`src/rtl/mbinit_pkg.sv`:
```
// Shared MBINIT message definitions.
// Holds the idle-code constant, the message-code enum and the watchdog
// state type used by the receive-side capture logic. No ports.
package mbinit_pkg;

  localparam int MSG_W = 4;

  localparam logic [MSG_W-1:0] IDLE_CODE = '0;

  typedef enum logic [MSG_W-1:0] {
    MSG_IDLE = 4'h0,
    MSG_MAX  = 4'hF
  } msg_code_e;

  typedef enum logic [1:0] {
    WD_IDLE    = 2'd0,
    WD_ARMED   = 2'd1,
    WD_EXPIRED = 2'd2
  } wd_state_e;

endpackage

```
`src/rtl/delayed_msg_fifo.sv`:
```
// First-word-fall-through synchronous FIFO for captured message codes.
// Ports:
//   clk, rst   clock, synchronous active-high reset
//   i_push     write request (i_data)
//   i_pop      read request; ignored when empty
//   o_data     head entry, 0 when empty
//   o_valid    FIFO non-empty
//   o_drop     push requested but refused (full with no pop this cycle)
//   o_level    current occupancy
module delayed_msg_fifo #(
  parameter int WIDTH = 4,
  parameter int DEPTH = 4
) (
  input  logic                     clk,
  input  logic                     rst,
  input  logic                     i_push,
  input  logic [WIDTH-1:0]         i_data,
  input  logic                     i_pop,
  output logic [WIDTH-1:0]         o_data,
  output logic                     o_valid,
  output logic                     o_drop,
  output logic [$clog2(DEPTH):0]   o_level
);

  localparam int AW = $clog2(DEPTH);

  logic [AW:0]      r_wr_ptr;
  logic [AW:0]      r_rd_ptr;
  logic [WIDTH-1:0] r_mem [DEPTH];

  logic w_empty;
  logic w_full;
  logic w_pop;
  logic w_push;

  assign w_empty = (r_wr_ptr == r_rd_ptr);
  // Extra wrap bit distinguishes full from empty when the low bits match.
  assign w_full  = (r_wr_ptr[AW] != r_rd_ptr[AW]) &&
                   (r_wr_ptr[AW-1:0] == r_rd_ptr[AW-1:0]);
  assign w_pop   = i_pop && !w_empty;
  // A simultaneous pop frees a slot, so a push into a full FIFO still lands.
  assign w_push  = i_push && (!w_full || w_pop);
  assign o_drop  = i_push && !w_push;

  always_ff @(posedge clk) begin
    if (rst) begin
      r_wr_ptr <= '0;
      r_rd_ptr <= '0;
    end else begin
      if (w_push) r_wr_ptr <= r_wr_ptr + 1'b1;
      if (w_pop)  r_rd_ptr <= r_rd_ptr + 1'b1;
    end
  end

  always_ff @(posedge clk) begin
    if (!rst && w_push) r_mem[r_wr_ptr[AW-1:0]] <= i_data;
  end

  assign o_data  = w_empty ? '0 : r_mem[r_rd_ptr[AW-1:0]];
  assign o_valid = !w_empty;
  assign o_level = r_wr_ptr - r_rd_ptr;

endmodule

```
`src/rtl/delayed_msg_capture.sv`:
```
// Receive-side capture of delayed MBINIT message codes.
// Detects each new non-idle code once, buffers it in a FWFT FIFO drained
// over valid/ready, and runs an arm-able no-message watchdog.
// Ports:
//   clk, rst     clock, synchronous active-high reset
//   in_signal    delayed message code, 0 = idle
//   out_msg      FIFO head code, 0 when empty
//   out_valid    FIFO non-empty
//   out_ready    consumer takes the head this cycle
//   timeout_arm  pulse: start/restart the watchdog
//   timeout      sticky watchdog expiry flag
//   overflow     sticky: a new code was dropped on a full FIFO
//   level        FIFO occupancy
module delayed_msg_capture
  import mbinit_pkg::*;
#(
  parameter int SIGNAL_WIDTH   = 4,
  parameter int DEPTH          = 4,
  parameter int TIMEOUT_CYCLES = 8000
) (
  input  logic                      clk,
  input  logic                      rst,
  input  logic [SIGNAL_WIDTH-1:0]   in_signal,
  output logic [SIGNAL_WIDTH-1:0]   out_msg,
  output logic                      out_valid,
  input  logic                      out_ready,
  input  logic                      timeout_arm,
  output logic                      timeout,
  output logic                      overflow,
  output logic [$clog2(DEPTH):0]    level
);

  localparam int CW = $clog2(TIMEOUT_CYCLES);

  logic [SIGNAL_WIDTH-1:0] r_prev_code;
  logic                    r_overflow;
  wd_state_e               r_wd_state;
  logic [CW-1:0]           r_wd_cnt;
  logic                    r_timeout;

  wd_state_e               w_wd_state_nxt;
  logic [CW-1:0]           w_wd_cnt_nxt;
  logic                    w_timeout_nxt;
  logic                    w_new_msg;
  logic                    w_drop;

  assign w_new_msg = (in_signal != SIGNAL_WIDTH'(IDLE_CODE)) &&
                     (in_signal != r_prev_code);

  delayed_msg_fifo #(
    .WIDTH (SIGNAL_WIDTH),
    .DEPTH (DEPTH)
  ) u_fifo (
    .clk     (clk),
    .rst     (rst),
    .i_push  (w_new_msg),
    .i_data  (in_signal),
    .i_pop   (out_ready),
    .o_data  (out_msg),
    .o_valid (out_valid),
    .o_drop  (w_drop),
    .o_level (level)
  );

  always_ff @(posedge clk) begin
    if (rst) begin
      r_prev_code <= '0;
      r_overflow  <= 1'b0;
      r_wd_state  <= WD_IDLE;
      r_wd_cnt    <= '0;
      r_timeout   <= 1'b0;
    end else begin
      r_prev_code <= in_signal;
      if (w_drop) r_overflow <= 1'b1;
      r_wd_state  <= w_wd_state_nxt;
      r_wd_cnt    <= w_wd_cnt_nxt;
      r_timeout   <= w_timeout_nxt;
    end
  end

  // Arm beats capture; capture beats expiry on the final counting cycle.
  always_comb begin
    w_wd_state_nxt = r_wd_state;
    w_wd_cnt_nxt   = r_wd_cnt;
    w_timeout_nxt  = r_timeout;
    case (r_wd_state)
      WD_IDLE: begin
        w_wd_cnt_nxt  = '0;
        w_timeout_nxt = 1'b0;
        if (timeout_arm) w_wd_state_nxt = WD_ARMED;
      end
      WD_ARMED: begin
        if (timeout_arm) begin
          w_wd_cnt_nxt = '0;
        end else if (w_new_msg) begin
          w_wd_state_nxt = WD_IDLE;
          w_wd_cnt_nxt   = '0;
        end else if (r_wd_cnt == CW'(TIMEOUT_CYCLES - 2)) begin
          w_wd_state_nxt = WD_EXPIRED;
          w_wd_cnt_nxt   = r_wd_cnt + 1'b1;
          w_timeout_nxt  = 1'b1;
        end else begin
          w_wd_cnt_nxt = r_wd_cnt + 1'b1;
        end
      end
      WD_EXPIRED: begin
        w_timeout_nxt = 1'b1;
        if (timeout_arm) begin
          w_wd_state_nxt = WD_ARMED;
          w_wd_cnt_nxt   = '0;
          w_timeout_nxt  = 1'b0;
        end
      end
      default: begin
        w_wd_state_nxt = WD_IDLE;
        w_wd_cnt_nxt   = '0;
        w_timeout_nxt  = 1'b0;
      end
    endcase
  end

  assign timeout  = r_timeout;
  assign overflow = r_overflow;

endmodule

```
`config.mk`:
```
export PLATFORM = sky130hd
export DESIGN_NAME = delayed_msg_capture
export DESIGN_NICKNAME = d
export VERILOG_FILES = /design/src/rtl/mbinit_pkg.sv /design/src/rtl/delayed_msg_fifo.sv /design/src/rtl/delayed_msg_capture.sv
export SDC_FILE = /design/constraint.sdc
export NUM_CORES = 1
export LEC_CHECK = 0
export ABC_AREA = 1
export BUFFER_PORTS_ARGS = -buffer_cell sky130_fd_sc_hd__clkbuf_2
export CAP_MARGIN = 20
export CELL_PAD_IN_SITES_DETAIL_PLACEMENT = 0
export CELL_PAD_IN_SITES_GLOBAL_PLACEMENT = 1
export CORE_MARGIN = 1.5
export CORE_UTILIZATION = 44
export DETAILED_ROUTE_END_ITERATION = 16
export GPL_TIMING_DRIVEN = 0
export PLACE_DENSITY_LB_ADDON = 0.1
export SETUP_SLACK_MARGIN = 0.2
export SYNTH_ARGS = -nofsm -noshare
export SYNTH_HDL_FRONTEND = slang
export SYNTH_SLANG_ARGS = --single-unit
```
`constraint.sdc`:
```
create_clock -name clk -period 2.35 [get_ports clk]
set_input_delay 0.47 -clock clk [delete_from_list [all_inputs] [get_ports clk]]
set_output_delay 0.47 -clock clk [all_outputs]
set_load 0.02 [all_outputs]
```
==> results.tsv, run 1 <==
stage	metric	value	unit
cts	CTS max path bufs	2	
critical_path	FF-to-FF Start	u_fifo.r_wr_ptr[0]	
power_and_ir_drop	VDD IR max	0.348	mV
timing	fmax	480	MHz
worst_hold_path	worst hold stages	1	
synth	Syn Inst Count	280	
critical_path	Critical R2R Capture	u_fifo.r_mem[1][0]	
power_and_ir_drop	Tot Pwr	0.00227	W
placed_design	IO buf count	16	
drt	1st-iter DRT viols	79	
cts	clock sinks	45	
cts	Root Buffer	clkbuf_8	
critical_path	R2R cell count	7	
timing	Worst Setup Slack, final	0.266	ns
layout	register area	1060	µm²
worst_hold_path	Worst Hold Class	in -> reg	
critical_path	CP Capture Type	primary output	
synth	mapped cell area	2290	µm²
critical_path	Worst Setup Path Type	reg -> out	
power_and_ir_drop	static leakage	1.09	nW
drt	remaining antenna violation count after routing	0	
floorplan	die area	5650	µm²
synth	leading area contributor after synthesis	dfxtp_1	
cts	clock latency at the later pin of the worst-skew pair	0.29	ns
timing	RSZ-0062 raised after global routing	false	
drt	DR WL/cell	10.2	µm
synth	Main synth FF type	dfxtp_1	
synth	register area share after synthesis	46.3	%
placed_design	routability congestion estimate	0.743	
drt	via count	1657	
timing	Worst Tran Pin Value	0.381	ns
global_route	met3 Track Usage GR	2.81	%
global_route	GRT busiest layer	met2	
timing	Slew headroom	74.5	%
drt	DRC Markers	0	
synth	count of cell types in the netlist	28	
layout	non-filler cells, final	375	
drt	DRT Pass-1 Iters	4	
global_route	Global Route Usage Sum	15.5	%
timing	Fin. Hold Viols	0	
synth	Post-synth EDFFs	16	
global_route	antenna violations before repair	0	
layout	Final #Nets	326	
cts	Num CTS Buffers	5	
synth	Synth top area share	25.4	%
layout	post-route cell area	2610	µm²
timing	endpoints failing setup	0	
global_route	vias in the first global route	1525	
layout	ant diodes	0	
power_and_ir_drop	pwr dens	873	nW/µm²
timing	max-slew violations	0	
layout	area grow syn2layout	13.8	%
synth	synth cell count leaders	50 x nor2_1, 49 x nand2_1, 34 x inv_1	
status	outcome	completed	
timing	Tcrit/Tclk final	88.7	%
timing	Min Clock Period, post-route	2.08	ns
critical_path	Required @ worst endpoint	1.88	ns
cts	Hold-fix buffers, CTS	0	
cts	CTS clock-pin slew for the worst setup and hold paths	0.08	ns
placed_design	post-placement setup slack	0.322	ns
floorplan	Ports	18	
synth	count leader, synth	nor2_1	
global_route	met2 Track Usage GR	26.4	%
global_route	M1 GR Usage	19.1	%
worst_hold_path	Min-Delay Endpoint	u_fifo.r_mem[3][0]	
synth	top post-synthesis cells by area	dfxtp_1 25%, edfxtp_1 21%, nor2_1 8.2%	
job	max cap viols	0	
global_route	largest net degree at the start of global routing	15	
layout	multi-input logic area	1050	µm²
worst_hold_path	Hold Path Origin	in_signal[0]	
synth	syn nets	302	
synth	Synth async-reset ratio	0	%
floorplan	Core Area	5070	µm²
synth	FF+latch count, synth	45	
drt	routed vias/inst	4.42	
placed_design	HPWL Detailed	2930	µm
drt	Routed WL	3820	µm
cts	htree depth	2	
cts	TritonCTS clock tree	done	
floorplan	Core Rows	26	
global_route	global-route wire length before repair	6560	µm
critical_path	type of origin of the critical path	flop	
timing	post-route setup TNS	0	ns
synth	Mapped Avg Cell Area	8.18	µm²
floorplan	Initial Util	45.1	%
layout	share of cells above drive strength 1	19.0	%
timing	clock skew	0.00518	ns
critical_path	WP data arrival	1.61	ns
global_route	Congestion Overflow GR	0	
critical_path	Reg2Reg Setup Slack	0.46	ns
placed_design	Cells after DPL	366	
floorplan	Die X	75.1	µm
critical_path	CP Max Fanout	4	
layout	Fill cells	543	
placed_design	Post-DP Area	2460	µm²
synth	Synth warnings	0	
floorplan	Die Y	75.1	µm
-- registers in the layout, summed over array words and instances (netlist names), named ones only --
signal / cells
u_fifo.r_rd_ptr: 3
timeout: 1
r_wd_state: 2
r_wd_cnt: 13
u_fifo.r_wr_ptr: 3
r_prev_code: 4
u_fifo.r_mem: 16
overflow: 1
-- critical path, stage by stage (launching register included) --
cell and delay, ns:
dfxtp_2 0.34, inv_1 0.08, ha_1 0.20, fa_1 0.38
xor2_1 0.17, buf_4 0.16
-- how the worst max path moves through the flow --
stage	startpoint	end	cells after the start
floorplan	u_fifo.r_wr_ptr[0]	level[2]	4
global placement	in_signal[2]	u_fifo.r_mem[1][1]	10
detailed placement	in_signal[2]	u_fifo.r_mem[3][0]	10
CTS	u_fifo.r_wr_ptr[0]	level[2]	5
global route	u_fifo.r_wr_ptr[0]	level[2]	5
finish	u_fifo.r_wr_ptr[0]	level[2]	5
-- area by class of cell --
cell class              count  share of cell area [%]
repair buffers             17                    3.46
multi-input cells         189                    40.5
clock buffers               5                    2.64
plain buffers               3                   0.528
inverters                  43                    6.20
clock inverters             3                    2.50
well taps                  70                    3.36
flip-flops and latches     45                    40.8
-- power breakdown --
group | leakage (nW) | switching [W] | internal, W
registers | 0.384 | 0.0000498 | 0.000878
clock network | 0.0643 | 0.000254 | 0.000421
logic | 0.638 | 0.000432 | 0.000238
-- metrics by stage --
stage	util [%]	hold slack, ns
after detailed placement	48.4	0.455
final	51.3	0.442
after floorplan	-	0.454
after global placement	48.4	0.447
after global routing	51.3	0.441
after CTS	51.1	0.433
-- cell usage in the layout (no fill, tap or decap) --
cell type   instances
a21oi_1            18
buf_2               1
buf_4               2
bufinv_16           2
clkbuf_1            1
clkbuf_2           16
clkbuf_8            5
clkinv_1            1
clkinvlp_2          1
dfxtp_1            27
dfxtp_2             2
edfxtp_1           16
fa_1                1
ha_1               13
inv_1              34
inv_2               8
nand2_1            49
nand2_2             7
nand2_4             2
nand3_1             6
nand3_2             2
nand4_1             5
nor2_1             50
nor2_2              3
nor2_4              4
nor3_2              1
o21a_1              2
o21ai_0             9
o21ai_1             6
o21bai_1            2
or2_2               1
xnor2_1             3
xnor2_2             1
xor2_1              4
-- routing by layer --
metal	wire length [µm]	part of all wire, %
met4	88	2.3
met1	1810	47
met3	80	2.1
met2	1840	48
met5	0	0
-- logic make-up after synthesis --
logic type | Yosys count | share of synthesized area, %
simple gates | 130 | 26.2
xor+xnor | 8 | 3.39
fa+ha+maj | 14 | 7.98
flops | 45 | 46.3
compound gates | 37 | 8.52
buf+inv | 46 | 7.60
-- repair_timing --
action                     4_1_cts  5_1_grt
cloned                           0        0
setup endpoints to repair        1        6
setup buffers                    0        1
gates resized for setup          2        4
pin swaps                        0        1
Note: power is estimated with default switching activity, not from simulation.
==> run 2: changes to the inputs <==
- BUFFER_PORTS_ARGS: -buffer_cell sky130_fd_sc_hd__clkbuf_2 -> -buffer_cell sky130_fd_sc_hd__buf_2
- SKIP_LAST_GASP: unset -> 1
==> run 2 against run 1 <==
Compared with the run above: fmax down 0.85%; non-clock buffer count down 1; first-iteration DRC count down 8.9%; combinational power about the same; flip-flop and latch count unchanged; total power down 3.9%; utilization down 0.49 points; sequential power about the same; worst hold slack worse by 0.013 ns; design area down 0.96%; wire length up 1.8%; via count up 1.3%; critical path type unchanged; largest cell class unchanged.
==> results.tsv, run 2 (synthesized netlist as in run 1, its figures left out) <==
stage	metric	value	unit
placed_design	routability congestion estimate	0.744	
cts	TritonCTS clock tree	done	
cts	clock sinks	45	
drt	DRT Pass-1 Iters	4	
floorplan	die area	5650	µm²
drt	1st-iter DRT viols	72	
timing	fmax	476	MHz
drt	remaining antenna violation count after routing	0	
timing	Worst Setup Slack, final	0.248	ns
layout	ant diodes	0	
critical_path	Crit path largest cell delay	0.51	ns
floorplan	Initial Util	45.1	%
placed_design	HPWL Detailed	2960	µm
worst_hold_path	Worst Hold Class	in -> reg	
power_and_ir_drop	sequential share of power	42.5	%
layout	Largest register FFs	16	
global_route	vias in the first global route	1553	
floorplan	Ports	18	
cts	Root Buffer	clkbuf_8	
global_route	met3 Track Usage GR	2.81	%
power_and_ir_drop	static leakage	1.07	nW
global_route	Global Route Usage Sum	15.6	%
timing	post-route setup TNS	0	ns
floorplan	Core Area	5070	µm²
critical_path	Slowest-stage cell, CP	fa_2	
global_route	antenna violations before repair	0	
placed_design	post-placement setup slack	0.323	ns
timing	Fin. Hold Viols	0	
power_and_ir_drop	P_sw	0.000751	W
layout	final core utilization	50.8	%
floorplan	Core Rows	26	
critical_path	CP Capture Type	primary output	
critical_path	CP Max Fanout	4	
global_route	Congestion Overflow GR	0	
layout	most common cell after layout, fill and taps aside	nor2_1	
global_route	global-route wire length before repair	6610	µm
layout	share of cells above drive strength 1	18.8	%
power_and_ir_drop	VDD IR max	0.456	mV
timing	Tcrit/Tclk final	89.4	%
power_and_ir_drop	switching share of power	34.4	%
critical_path	CP Cell Sequence	inv_1 -> ha_1 -> fa_2 -> inv_1 -> buf_2	
drt	Routed WL	3890	µm
timing	Slew headroom	74.1	%
cts	htree depth	2	
floorplan	Die Y	75.1	µm
critical_path	WP data arrival	1.63	ns
critical_path	type of origin of the critical path	flop	
timing	endpoints failing setup	0	
timing	Min Clock Period, post-route	2.10	ns
timing	RSZ-0062 raised after global routing	true	
drt	via count	1679	
power_and_ir_drop	pwr dens	846	nW/µm²
drt	DR WL/cell	10.4	µm
floorplan	Die X	75.1	µm
critical_path	Required @ worst endpoint	1.88	ns
global_route	met2 Track Usage GR	27.1	%
critical_path	crit path launch	u_fifo.r_wr_ptr[0]	
status	outcome	completed	
power_and_ir_drop	combinational fraction of design power	30.7	%
global_route	largest net degree at the start of global routing	16	
job	max cap viols	0	
critical_path	Worst Setup Path Type	reg -> out	
critical_path	Crit path top cell by count	inv_1	
cts	CTS max path bufs	2	
worst_hold_path	Hold Path Origin	in_signal[1]	
critical_path	FF-to-FF Start	u_fifo.r_rd_ptr[1]	
cts	clock latency at the later pin of the worst-skew pair	0.30	ns
drt	DRC Markers	0	
cts	CTS clock-pin slew for the worst setup and hold paths	0.09	ns
timing	Worst Tran Pin Value	0.388	ns
timing	max-slew violations	0	
layout	commonest cells after routing, fill and taps aside	50 x nor2_1, 49 x nand2_1, 34 x inv_1	
placed_design	IO buf count	16	
power_and_ir_drop	Pint	0.00143	W
power_and_ir_drop	clock network power share	26.8	%
layout	area grow syn2layout	12.7	%
layout	Final #Nets	325	
cts	Num CTS Buffers	5	
global_route	M1 GR Usage	18.4	%
drt	routed vias/inst	4.49	
global_route	GRT busiest layer	met2	
timing	clock skew	0.00619	ns
[run 2: power groups by stage]
stage | clock network [W] | logic (W) | registers (W)
CTS | 0.000610 | 0.000673 | 0.000928
detailed placement | 0 | 0.000672 | 0.000947
global route | 0.000631 | 0.000783 | 0.000939
finish | 0.000586 | 0.000670 | 0.000928
floorplan | 0 | 0.000498 | 0.000944
global placement | 0 | 0.000671 | 0.000945
[run 2: per-layer routing]
metal  up-vias  part of all wire (%)
li1        926                     -
met1       725                    48
met4         0                   2.2
met3         9                   2.4
met2        19                    48
met5         -                     0
[run 2: worst max-delay path: cells and delay by family, from the launching register on]
family | cells | cell delay (ns)
fa+ha+maj | 2 | 0.71
flops | 1 | 0.36
buf+inv | 3 | 0.26
[run 2: worst paths after layout]
path                        end  slack [ns]  cells past startpoint
min          u_fifo.r_mem[3][1]        0.43                      1
max reg2reg  u_fifo.r_mem[3][2]        0.42                      7
min reg2reg            overflow        0.47                      1
max                    level[1]        0.25                      5
[run 2: through the flow]
stage	std cells	total power [W]	cell area [µm²]	hold slack, ns
global placement	366	0.00162	2460	0.443
CTS	374	0.00221	2570	0.419
finish	374	0.00218	2580	0.429
global route	374	0.00235	2580	0.431
floorplan	280	0.00144	2290	0.454
detailed placement	366	0.00162	2460	0.452
[run 2: repair_timing]
item,4_1_cts,5_1_grt
pin swaps,0,2
hold buffers,0,0
setup buffers,0,0
endpoints found under the setup margin,1,6
gates resized for setup,1,4
cloned,0,0
[run 2: area by class of cell]
| cell class | instances | area, µm² |
|---|---|---|
| clock buffers | 5 | 68.8 |
| inverters | 43 | 161 |
| plain buffers | 3 | 13.8 |
| flip-flops and latches | 45 | 1060 |
| fillers | 534 | 2490 |
| multi-input cells | 189 | 1060 |
| repair buffers | 16 | 82.6 |
| clock inverters | 3 | 46.3 |
| well taps | 70 | 87.6 |
